$ cat config.mk
export PLATFORM = sky130hd
export DESIGN_NAME = unidade_controle_drone
export DESIGN_NICKNAME = d
export VERILOG_FILES = /design/src/rtl/unidade_controle_drone.sv
export SDC_FILE = /design/constraint.sdc
export NUM_CORES = 1
export LEC_CHECK = 0
export CAP_MARGIN = 5
export CORE_MARGIN = 10
export CORE_UTILIZATION = 30
export DETAILED_ROUTE_END_ITERATION = 10
export PLACE_DENSITY = 0.64
export SLEW_MARGIN = 20
export SYNTH_ARGS = -nofsm -noshare
export SYNTH_HDL_FRONTEND = slang
export SYNTH_SLANG_ARGS = --single-unit
$ cat constraint.sdc
create_clock -name clock -period 2.1 [get_ports clock]
set_input_delay 0.63 -clock clock [delete_from_list [all_inputs] [get_ports clock]]
set_output_delay 0.63 -clock clock [all_outputs]
set_load 0.01 [all_outputs]
$ cat src/rtl/unidade_controle_drone.sv
// unidade_controle_drone: Moore FSM sequencing setup and the move loop of the drone game datapath.
// Optional PAUSA_EN adds the pausa input and the PAUSADO state (encoding E).
module unidade_controle_drone #(
    parameter int RAM_WAIT = 1
) (
    input  logic       clock,
    input  logic       reset,
    input  logic       iniciar,
    input  logic       confirma,
    input  logic       borda_movimento,
    input  logic       timeout,
    input  logic       colisao,
    input  logic       fim_mapa,
`ifdef PAUSA_EN
    input  logic       pausa,
`endif
    output logic       zeraPosicoes,
    output logic       resetaVidas,
    output logic       zeraT,
    output logic       contaT,
    output logic       desloca,
    output logic       escolhe_modo,
    output logic       escolhe_vida,
    output logic       escolhe_mapa,
    output logic       checa_colisao,
    output logic       atualiza,
    output logic       ganhou,
    output logic       perdeu,
    output logic [3:0] db_estado
);
    typedef enum logic [3:0] {
        INICIAL       = 4'h0,
        PREPARA       = 4'h1,
        MODO          = 4'h2,
        VIDAS         = 4'h3,
        MAPA          = 4'h4,
        INICIA_JOGADA = 4'h5,
        ESPERA_JOGADA = 4'h6,
        DESLOCA       = 4'h7,
        ESPERA_RAM    = 4'h8,
        ATUALIZA      = 4'h9,
        CHECA         = 4'hA,
        AVALIA        = 4'hB,
        GANHOU        = 4'hC,
`ifdef PAUSA_EN
        PERDEU        = 4'hD,
        PAUSADO       = 4'hE
`else
        PERDEU        = 4'hD
`endif
    } estado_t;

    localparam logic [1:0] ULTIMO = 2'(RAM_WAIT - 1);

    estado_t    estado, prox;
    logic       confirma_q;
    logic [1:0] cnt;
    logic       confirma_pulso;

    assign confirma_pulso = confirma & ~confirma_q;

    always_ff @(posedge clock or posedge reset) begin
        if (reset) begin
            estado     <= INICIAL;
            confirma_q <= 1'b0;
            cnt        <= 2'd0;
        end else begin
            estado     <= prox;
            confirma_q <= confirma;
            cnt        <= (estado == ESPERA_RAM) ? cnt + 2'd1 : 2'd0;
        end
    end

    always_comb begin
        prox = INICIAL;
        case (estado)
            INICIAL:       prox = iniciar ? PREPARA : INICIAL;
            PREPARA:       prox = MODO;
            MODO:          prox = confirma_pulso ? VIDAS : MODO;
            VIDAS:         prox = confirma_pulso ? MAPA : VIDAS;
            MAPA:          prox = confirma_pulso ? INICIA_JOGADA : MAPA;
            INICIA_JOGADA: prox = ESPERA_JOGADA;
`ifdef PAUSA_EN
            ESPERA_JOGADA: prox = pausa ? PAUSADO : borda_movimento ? DESLOCA : timeout ? PERDEU : ESPERA_JOGADA;
            PAUSADO:       prox = pausa ? PAUSADO : ESPERA_JOGADA;
`else
            ESPERA_JOGADA: prox = borda_movimento ? DESLOCA : timeout ? PERDEU : ESPERA_JOGADA;
`endif
            DESLOCA:       prox = ESPERA_RAM;
            // cnt is zero on entry, so ESPERA_RAM lasts exactly RAM_WAIT cycles
            ESPERA_RAM:    prox = (cnt == ULTIMO) ? ATUALIZA : ESPERA_RAM;
            ATUALIZA:      prox = CHECA;
            CHECA:         prox = AVALIA;
            AVALIA:        prox = colisao ? PERDEU : fim_mapa ? GANHOU : INICIA_JOGADA;
            GANHOU:        prox = iniciar ? PREPARA : GANHOU;
            PERDEU:        prox = iniciar ? PREPARA : PERDEU;
            default:       prox = INICIAL;
        endcase
        zeraPosicoes  = estado == PREPARA;
        resetaVidas   = estado == PREPARA;
        zeraT         = estado == PREPARA || estado == INICIA_JOGADA;
        contaT        = estado == ESPERA_JOGADA;
        desloca       = estado == DESLOCA;
        escolhe_modo  = estado == MODO;
        escolhe_vida  = estado == VIDAS;
        escolhe_mapa  = estado == MAPA;
        checa_colisao = estado == CHECA;
        atualiza      = estado == ATUALIZA || estado == CHECA;
        ganhou        = estado == GANHOU;
        perdeu        = estado == PERDEU;
    end

    assign db_estado = estado;
endmodule

==> impl_metrics.tcl, run 1 <==
set metrics [dict create \
    met1Wirelength_um 771 \
    cts_hold_buf 0 \
    nNetsFinal 110 \
    drc 0 \
    cp_num_buf_inv 1 \
    firstDrtPassIters 3 \
    synth_cells 67 \
    num-fill-cells 166 \
    core.rowCount 15 \
    path_class "reg -> out" \
    tightest_slew_ps 400 \
    clock-root-buffer "clkbuf_4" \
    syn_avg_cell_area_um2 7.92 \
    grt_max_degree 15 \
    synth_seq_cells 7 \
    routedWlPerCell_um 13.5 \
    clock_sinks 7 \
    clock_skew_ps 7.13 \
    placed_cells 120 \
    worstPathArrival_ps 1410 \
    cts_made_buffers 3 \
    dieArea_um2 3850 \
    regArea_um2 179 \
    setup_ws_ps 64.0 \
    ys_top_cells_by_area "dfrtp_1 (33%), nor3_1 (5.7%), buf_4 (5.7%)" \
    grt.total_usage_pct 9.11 \
    path_cells "or2b_4 > nor3_1 > clkdlybuf4s15_1" \
    avgViaCountPerCell 4.86 \
    ir_worst_vdd_uv 555 \
    core_area_um2 1710 \
    clock_latency_ps 260 \
    drive_gt1_share_pct 24.0 \
    overflow 0 \
    status "finished, final reports clean" \
    cap_violations 0 \
    num_io_pins 24 \
    start_kind "flip-flop" \
    cts.path.max_buffers 2 \
    grt_pass1_wl_um 2620 \
    initial_core_util_pct 31.1 \
    yosysSeqAreaShare_pct 33.0 \
    dpl_cell_area_um2 830 \
    die_w_um 62.1 \
    syn2layout_area_growth_pct 65.8 \
    p_leak_nw 0.415 \
    hold_class "reg -> reg" \
    wl_met3_um 148 \
    dp_hpwl_um 1350 \
    crit_family "simple AND/OR/NAND/NOR gates" \
    antenna_found_initial 0 \
    n_antenna_cell 0 \
    tritoncts "yes" \
    preCtsSetupSlack_ps -31.6 \
    power_density_nw_per_um2 1220 \
    die_h_um 62.1 \
    cp_slowest_cell "dfrtp_1" \
    ys_types 25 \
    gp_congestion 0.785 \
    period_share_pct 97.0 \
    topRoutingLayerUsed "met4" \
    cp-end-kind "output pin" \
    drt-initial-drc-count 10 \
    grt_pass1_vias 576 \
    htreeDepth 1 \
    relSlewSlack_pct 73.3 \
    synth_top_area_share_pct 33.0 \
    cp_data_required_time_ps 1470 \
    clk_pin_slew_worst_paths_ps 50 \
    synth_area_leader_cell "dfrtp_1" \
    design_area_um2 880 \
    multiInputGateArea_um2 315 \
    worst_path_largest_cell_delay_ps 420 \
    hold-worst-slack_ps 423 \
    ys_warn_count 0 \
    wl_met2_um 760 \
    syn_area_um2 531 \
    antenna_left 0 \
    slew_viol_final 0 \
    critical_path.max_fanout 5 \
    max_freq_mhz 491 \
    portBuffers 23 \
    syn_nets 76 \
    period_minus_slack_ps 2040 \
    instances_no_fill 125 \
    route.vias.total 608 \
    setup_violations 0 \
    finalWirelength_um 1690 \
    rsz0062_at_grt "false" \
    timing_hold_violations_final 0 \
]
==> cell usage after synthesis <==
master,instances
inv_1,5
o22ai_1,3
nand2_1,5
and2_1,1
o21ai_1,1
nor4b_1,1
nor3_1,6
dfrtp_1,7
ha_1,1
a2bb2oi_2,1
nor4_1,2
nor2_2,1
nand2b_1,4
nor2_1,8
nor2b_1,2
a2111o_1,1
clkbuf_4,1
o21a_1,2
buf_4,4
o221ai_1,1
a21oi_1,2
o2bb2ai_1,2
a22oi_1,1
or2b_1,1
o21ai_0,4
==> placed cells by master (no fill, tap or decap), types with 2 or more instances in the layout <==
| master | instances |
|---|---|
| clkdlybuf4s50_1 | 10 |
| buf_4 | 10 |
| nor2_1 | 8 |
| dlygate4sd2_1 | 6 |
| inv_1 | 5 |
| nand2_1 | 5 |
| nor3_1 | 4 |
| o21ai_0 | 4 |
| dfrtp_1 | 4 |
| clkdlybuf4s15_1 | 4 |
| nand2b_1 | 3 |
| o22ai_1 | 3 |
| clkbuf_4 | 3 |
| dfrtp_2 | 3 |
| nor3_2 | 2 |
| nor2b_1 | 2 |
| o2bb2ai_1 | 2 |
| a21oi_1 | 2 |
| nor4_1 | 2 |
| o21a_1 | 2 |
| dlymetal6s2s_1 | 2 |
==> repair_timing <==
| action | 4_1_cts | 5_1_grt |
|---|---|---|
| gates cloned | 0 | 0 |
| endpoints found under the setup margin | 12 | 11 |
| buffers inserted | 1 | 0 |
| resized for setup | 15 | 12 |
==> where the power goes <==
part           switching, mW  leakage [nW]  internal [mW]
clock                 0.0553        0.0150         0.0729
sequential            0.0566        0.0857          0.178
combinational          0.349         0.315          0.361
total                  0.461         0.415          0.612
==> final timing paths <==
path                            slack, ps                      to              startpoint  depth (start not counted)
worst min-delay path                  420        cnt[0]$_DFF_PP0_        cnt[0]$_DFF_PP0_                          1
min in group asynchronous             590    confirma_q$_DFF_PP0_                   reset                          2
max in group asynchronous            1280  db_estado[0]$_DFF_PP0_                   reset                          2
worst max-delay path                   60            escolhe_modo  db_estado[1]$_DFF_PP0_                          3
worst min register to register        420        cnt[0]$_DFF_PP0_        cnt[0]$_DFF_PP0_                          1
worst max register to register        610  db_estado[0]$_DFF_PP0_  db_estado[1]$_DFF_PP0_                          5
==> through the flow <==
step                      TNS (ps)  utilization (%)  power [mW]
after global placement           0             48.6       0.930
after detailed placement     -31.6             48.6       0.942
after CTS                    -80.8             50.3        1.05
after floorplan                  0                -       0.615
final                            0             51.5        1.07
after global routing             0             51.5        1.17
==> cell families after synthesis <==
logic type / Yosys count / synth area share [%]
AOI/OAI and AO/OA: 18 / 24.3
adders and majority gates: 1 / 2.36
DFF: 7 / 33.0
and+or+nand+nor: 31 / 29.7
buffers and inverters: 10 / 10.6
==> registers in the layout, summed over array words and instances, names as in the netlist <==
register and count:
cnt 2, db_estado 4, confirma_q 1
==> per-layer routing <==
layer  global-route usage, %  up-vias
met1                    11.6      284
met3                    2.85        2
met2                    13.7       16
met4                    3.82        0
li1                        -      306
met5                       0        -
==> final cells by class <==
class / instances / share of cell area, %
Inverter: 5 / 2.13
Sequential cell: 7 / 20.3
Clock buffer: 4 / 2.99
Tap cell: 25 / 3.56
Timing Repair Buffer: 34 / 35.1
Multi-Input combinational cell: 50 / 35.8
No activity file was read; power rests on OpenSTA's default activity.
==> run 2: changes to the inputs <==
- CORE_UTILIZATION: 30 -> 25
- PLACE_DENSITY: 0.64 -> 0.56
==> impl_metrics.tcl, run 2 (synthesis results as in run 1) <==
set metrics [dict create \
    setup_ws_ps 69.9 \
    preCtsSetupSlack_ps -18.8 \
    ir_worst_vdd_uv 387 \
    p_clk_share_pct 11.8 \
    cts_made_buffers 3 \
    grt_max_degree 11 \
    whs_path_depth 1 \
    final_util_pct 43.7 \
    switching_share_pct 43.6 \
    clock-root-buffer "clkbuf_4" \
    design_area_um2 866 \
    instances_no_fill 128 \
    timing_hold_violations_final 0 \
    critical_path.max_fanout 9 \
    core_area_um2 1980 \
    clock_skew_ps 6.42 \
    dpl_cell_area_um2 825 \
    worstHoldStart "cnt[0]$_DFF_PP0_" \
    cts_hold_buf 0 \
    cap_violations 0 \
    die_h_um 66.1 \
    power_density_nw_per_um2 1240 \
    drc 0 \
    routedWlPerCell_um 13.9 \
    hold-worst-slack_ps 434 \
    dp_hpwl_um 1370 \
    finalWirelength_um 1780 \
    period_share_pct 96.7 \
    core.rowCount 16 \
    rsz0062_at_grt "false" \
    tns_ps 0 \
    relSlewSlack_pct 76.1 \
    cell_internal_pwr_mw 0.606 \
    tritoncts "yes" \
    p_comb_share_pct 67.5 \
    nNetsFinal 111 \
    tightest_slew_ps 358 \
    clock_latency_ps 260 \
    die_w_um 66.1 \
    largest_reg_flops 4 \
    grt.total_usage_pct 8.40 \
    max_freq_mhz 493 \
    power.total_mw 1.08 \
    antenna_found_initial 0 \
    path_class "reg -> out" \
    cp_data_required_time_ps 1470 \
    avgViaCountPerCell 4.68 \
    r2r-start "db_estado[1]$_DFF_PP0_" \
    seq_power_share_pct 20.7 \
    clock_sinks 7 \
    portBuffers 23 \
    clk_pin_slew_worst_paths_ps 60 \
    firstDrtPassIters 4 \
    p_leak_nw 0.422 \
    period_minus_slack_ps 2030 \
    p_switching_mw 0.469 \
    grt_pass1_wl_um 2840 \
    critPathLaunch "db_estado[2]$_DFF_PP0_" \
    layout_commonest_cell "buf_4" \
    route.vias.total 599 \
    num_io_pins 24 \
    r2r_cells 5 \
    hold_class "reg -> reg" \
    cts.path.max_buffers 2 \
    num-fill-cells 210 \
    start_kind "flip-flop" \
    worstPathArrival_ps 1400 \
    status "finished, final reports clean" \
    n_antenna_cell 0 \
    initial_core_util_pct 26.8 \
    cp-end-kind "output pin" \
    layout_common_cells "buf_4 (12), clkdlybuf4s50_1 (9), nor2_1 (7), dlygate4sd2_1 (7)" \
    htreeDepth 1 \
    slew_viol_final 0 \
    overflow 0 \
    grt_pass1_vias 579 \
    placed_cells 121 \
    drt-initial-drc-count 15 \
    gp_congestion 0.807 \
    syn2layout_area_growth_pct 63.2 \
    antenna_left 0 \
    dieArea_um2 4360 \
    drive_gt1_share_pct 27.7 \
    setup_violations 0 \
]
## run 2: worst paths after layout
check / to / slack [ps]
worst max-delay path: db_estado[2] / 70
worst min-delay path: cnt[0]$_DFF_PP0_ / 430
worst max register to register: db_estado[0]$_DFF_PP0_ / 600
worst min register to register: cnt[0]$_DFF_PP0_ / 430
max in group asynchronous: db_estado[3]$_DFF_PP0_ / 1240
min in group asynchronous: confirma_q$_DFF_PP0_ / 610
## run 2: cell type report
class	instances	area [µm²]	area share (%)
Clock buffer	4	26.3	3.03
Tap cell	27	33.8	3.90
Timing Repair Buffer	35	292	33.7
Sequential cell	7	178	20.5
Multi-Input combinational cell	50	318	36.7
Inverter	5	18.8	2.17
## run 2: routing by layer
layer	track usage (%)	vias up	wire length, µm
met5	0	-	0
met4	6.28	0	27
met3	2.88	2	110
met2	12.7	18	823
met1	9.54	275	813
li1	-	304	-
## run 2: worst max-delay path, stage by stage, from the launching register on
cell             delay, ps
dfrtp_2                420
buf_4                  170
clkdlybuf4s50_1        550
## run 2: power groups by stage
stage	logic (mW)	clock network (mW)	registers, mW
floorplan	0.381	0	0.234
global placement	0.707	0	0.223
detailed placement	0.709	0	0.225
CTS	0.715	0.131	0.224
global route	0.794	0.142	0.228
finish	0.726	0.127	0.222
## run 2: timing repair
action                     CTS  global route
setup endpoints to repair   13             8
resized for setup           23            12
hold endpoints to repair     0             0
setup buffers                1             2
==> run 3: changes to the inputs <==
--- a/config.mk
+++ b/config.mk
@@ -9,4 +9,5 @@
 export CORE_MARGIN = 10
 export CORE_UTILIZATION = 25
+export CTS_BUF_LIST = sky130_fd_sc_hd__clkbuf_16
 export DETAILED_ROUTE_END_ITERATION = 10
 export PLACE_DENSITY = 0.56
==> constraint.sdc (replaced) <==
create_clock -name clock -period 2 [get_ports clock]
set_input_delay 0.6 -clock clock [delete_from_list [all_inputs] [get_ports clock]]
set_output_delay 0.6 -clock clock [all_outputs]
set_load 0.02 [all_outputs]
==> impl_metrics.tcl, run 3 (synthesis results as in run 1) <==
set metrics [dict create \
    overflow 0 \
    setup_ws_ps 61.4 \
    worst_path_largest_cell_delay_ps 410 \
    path_cells "buf_4 > nor3_2 > clkdlybuf4s15_2" \
    die_h_um 66.1 \
    initial_core_util_pct 26.8 \
    portBuffers 23 \
    tightest_slew_ps 364 \
    route.vias.total 630 \
    layout_commonest_cell "buf_4" \
    critical_path.max_fanout 4 \
    hold_class "reg -> reg" \
    r2r_cells 5 \
    timing_hold_violations_final 0 \
    nNetsFinal 117 \
    hold-worst-slack_ps 424 \
    core_area_um2 1980 \
    cell_internal_pwr_mw 0.829 \
    cap_violations 0 \
    placed_cells 130 \
    dp_hpwl_um 1490 \
    core.rowCount 16 \
    routedWlPerCell_um 14.3 \
    cts_made_buffers 3 \
    antenna_left 0 \
    num-fill-cells 191 \
    htreeDepth 1 \
    finalWirelength_um 1920 \
    instances_no_fill 134 \
    layout_common_cells "buf_4 (19), nor2_1 (8), clkdlybuf4s50_1 (7)" \
    max_freq_mhz 516 \
    syn2layout_area_growth_pct 77.8 \
    clock_latency_ps 230 \
    largest_reg_flops 4 \
    p_leak_nw 0.444 \
    path_depth 3 \
    p_switching_mw 0.596 \
    gp_congestion 0.762 \
    design_area_um2 943 \
    rrSetupSlack_ps 470 \
    start_kind "flip-flop" \
    cts_setup_buffers 0 \
    worstPathArrival_ps 1340 \
    dpl_cell_area_um2 897 \
    drt-initial-drc-count 11 \
    dieArea_um2 4360 \
    antenna_found_initial 0 \
    path_class "reg -> out" \
    preCtsSetupSlack_ps -106 \
    p_comb_share_pct 59.6 \
    grt.total_usage_pct 8.81 \
    die_w_um 66.1 \
    drc 0 \
    cp_num_buf_inv 2 \
    p_clk_share_pct 23.6 \
    slew_viol_final 0 \
    setup_violations 0 \
    period_minus_slack_ps 1940 \
    cts_hold_buf 0 \
    cp-end-kind "output pin" \
    crit_family "buffers and inverters" \
    clk_pin_slew_worst_paths_ps 40 \
    cts.path.max_buffers 2 \
    relSlewSlack_pct 75.7 \
    clock_skew_ps 0.360 \
    whs_path_depth 1 \
    grt_pass1_wl_um 2960 \
    cp_data_required_time_ps 1400 \
    tritoncts "yes" \
    ir_worst_vdd_uv 562 \
    n_antenna_cell 0 \
    seq_power_share_pct 16.9 \
    status "finished, final reports clean" \
    num_io_pins 24 \
    drive_gt1_share_pct 36.4 \
    grt_pass1_vias 641 \
    clock_sinks 7 \
    grt_max_degree 10 \
    power_density_nw_per_um2 1510 \
    clock-root-buffer "clkbuf_16" \
    cp_slowest_cell "dfrtp_1" \
    switching_share_pct 41.8 \
    firstDrtPassIters 4 \
    period_share_pct 96.9 \
    avgViaCountPerCell 4.70 \
    power.total_mw 1.43 \
]
## run 3: cell types whose count changed in the layout (fill, tap and decap cells not counted), moves of 2 or more
| cell | before | now |
|---|---|---|
| nor3_2 | 1 | 3 |
| clkdlybuf4s50_1 | 9 | 7 |
| dlymetal6s2s_1 | 2 | 0 |
| nor3_1 | 5 | 3 |
| clkbuf_4 | 3 | 0 |
| buf_4 | 12 | 19 |
| clkdlybuf4s15_2 | 0 | 2 |
| clkbuf_2 | 3 | 5 |
| clkbuf_16 | 0 | 3 |
| dlygate4sd2_1 | 7 | 4 |
## run 3: final timing paths
check,to,startpoint
hold reg to reg,cnt[0]$_DFF_PP0_,cnt[0]$_DFF_PP0_
hold / removal,cnt[0]$_DFF_PP0_,cnt[0]$_DFF_PP0_
setup reg to reg,db_estado[0]$_DFF_PP0_,db_estado[1]$_DFF_PP0_
max in group asynchronous,db_estado[3]$_DFF_PP0_,reset
setup / recovery,ganhou,db_estado[0]$_DFF_PP0_
min in group asynchronous,confirma_q$_DFF_PP0_,reset
## run 3: per-layer routing
metal / wire (µm) / vias up / global-route usage, %
met1: 851 / 288 / 9.53
met4: 61 / 0 / 8.38
met3: 130 / 4 / 2.37
met2: 879 / 21 / 13.5
met5: 0 / - / 0
li1: - / 317 / -
## run 3: area by class of cell
type,count,area (µm²),share of cell area [%]
timing repair buffer,41,320,34.0
multi-input combinational,50,314,33.3
sequential,7,178,18.8
clock buffer,3,75.1,7.96
tap,27,33.8,3.58
inverter,5,18.8,1.99
clock inverter,1,3.75,0.398
## run 3: timing repair
action | 4_1_cts | 5_1_grt
hold endpoints to repair | 0 | 0
resized for setup | 38 | 14
endpoints found under the setup margin | 16 | 10
## run 3: power by group through the flow
stage	Combinational, mW	Sequential, mW	Clock, mW
6_report	0.849	0.240	0.336
5_1_grt	0.925	0.247	0.354
4_1_cts	0.859	0.236	0.343
3_5_place_dp	0.914	0.235	0
3_3_place_gp	0.907	0.235	0
2_1_floorplan	0.453	0.271	0
## run 3: per-stage QoR
stage,util [%],setup TNS (ps)
2_1_floorplan,-,0
3_5_place_dp,45.3,-726
5_1_grt,47.6,-22.5
3_3_place_gp,45.3,-653
4_1_cts,48.6,0
6_report,47.6,0
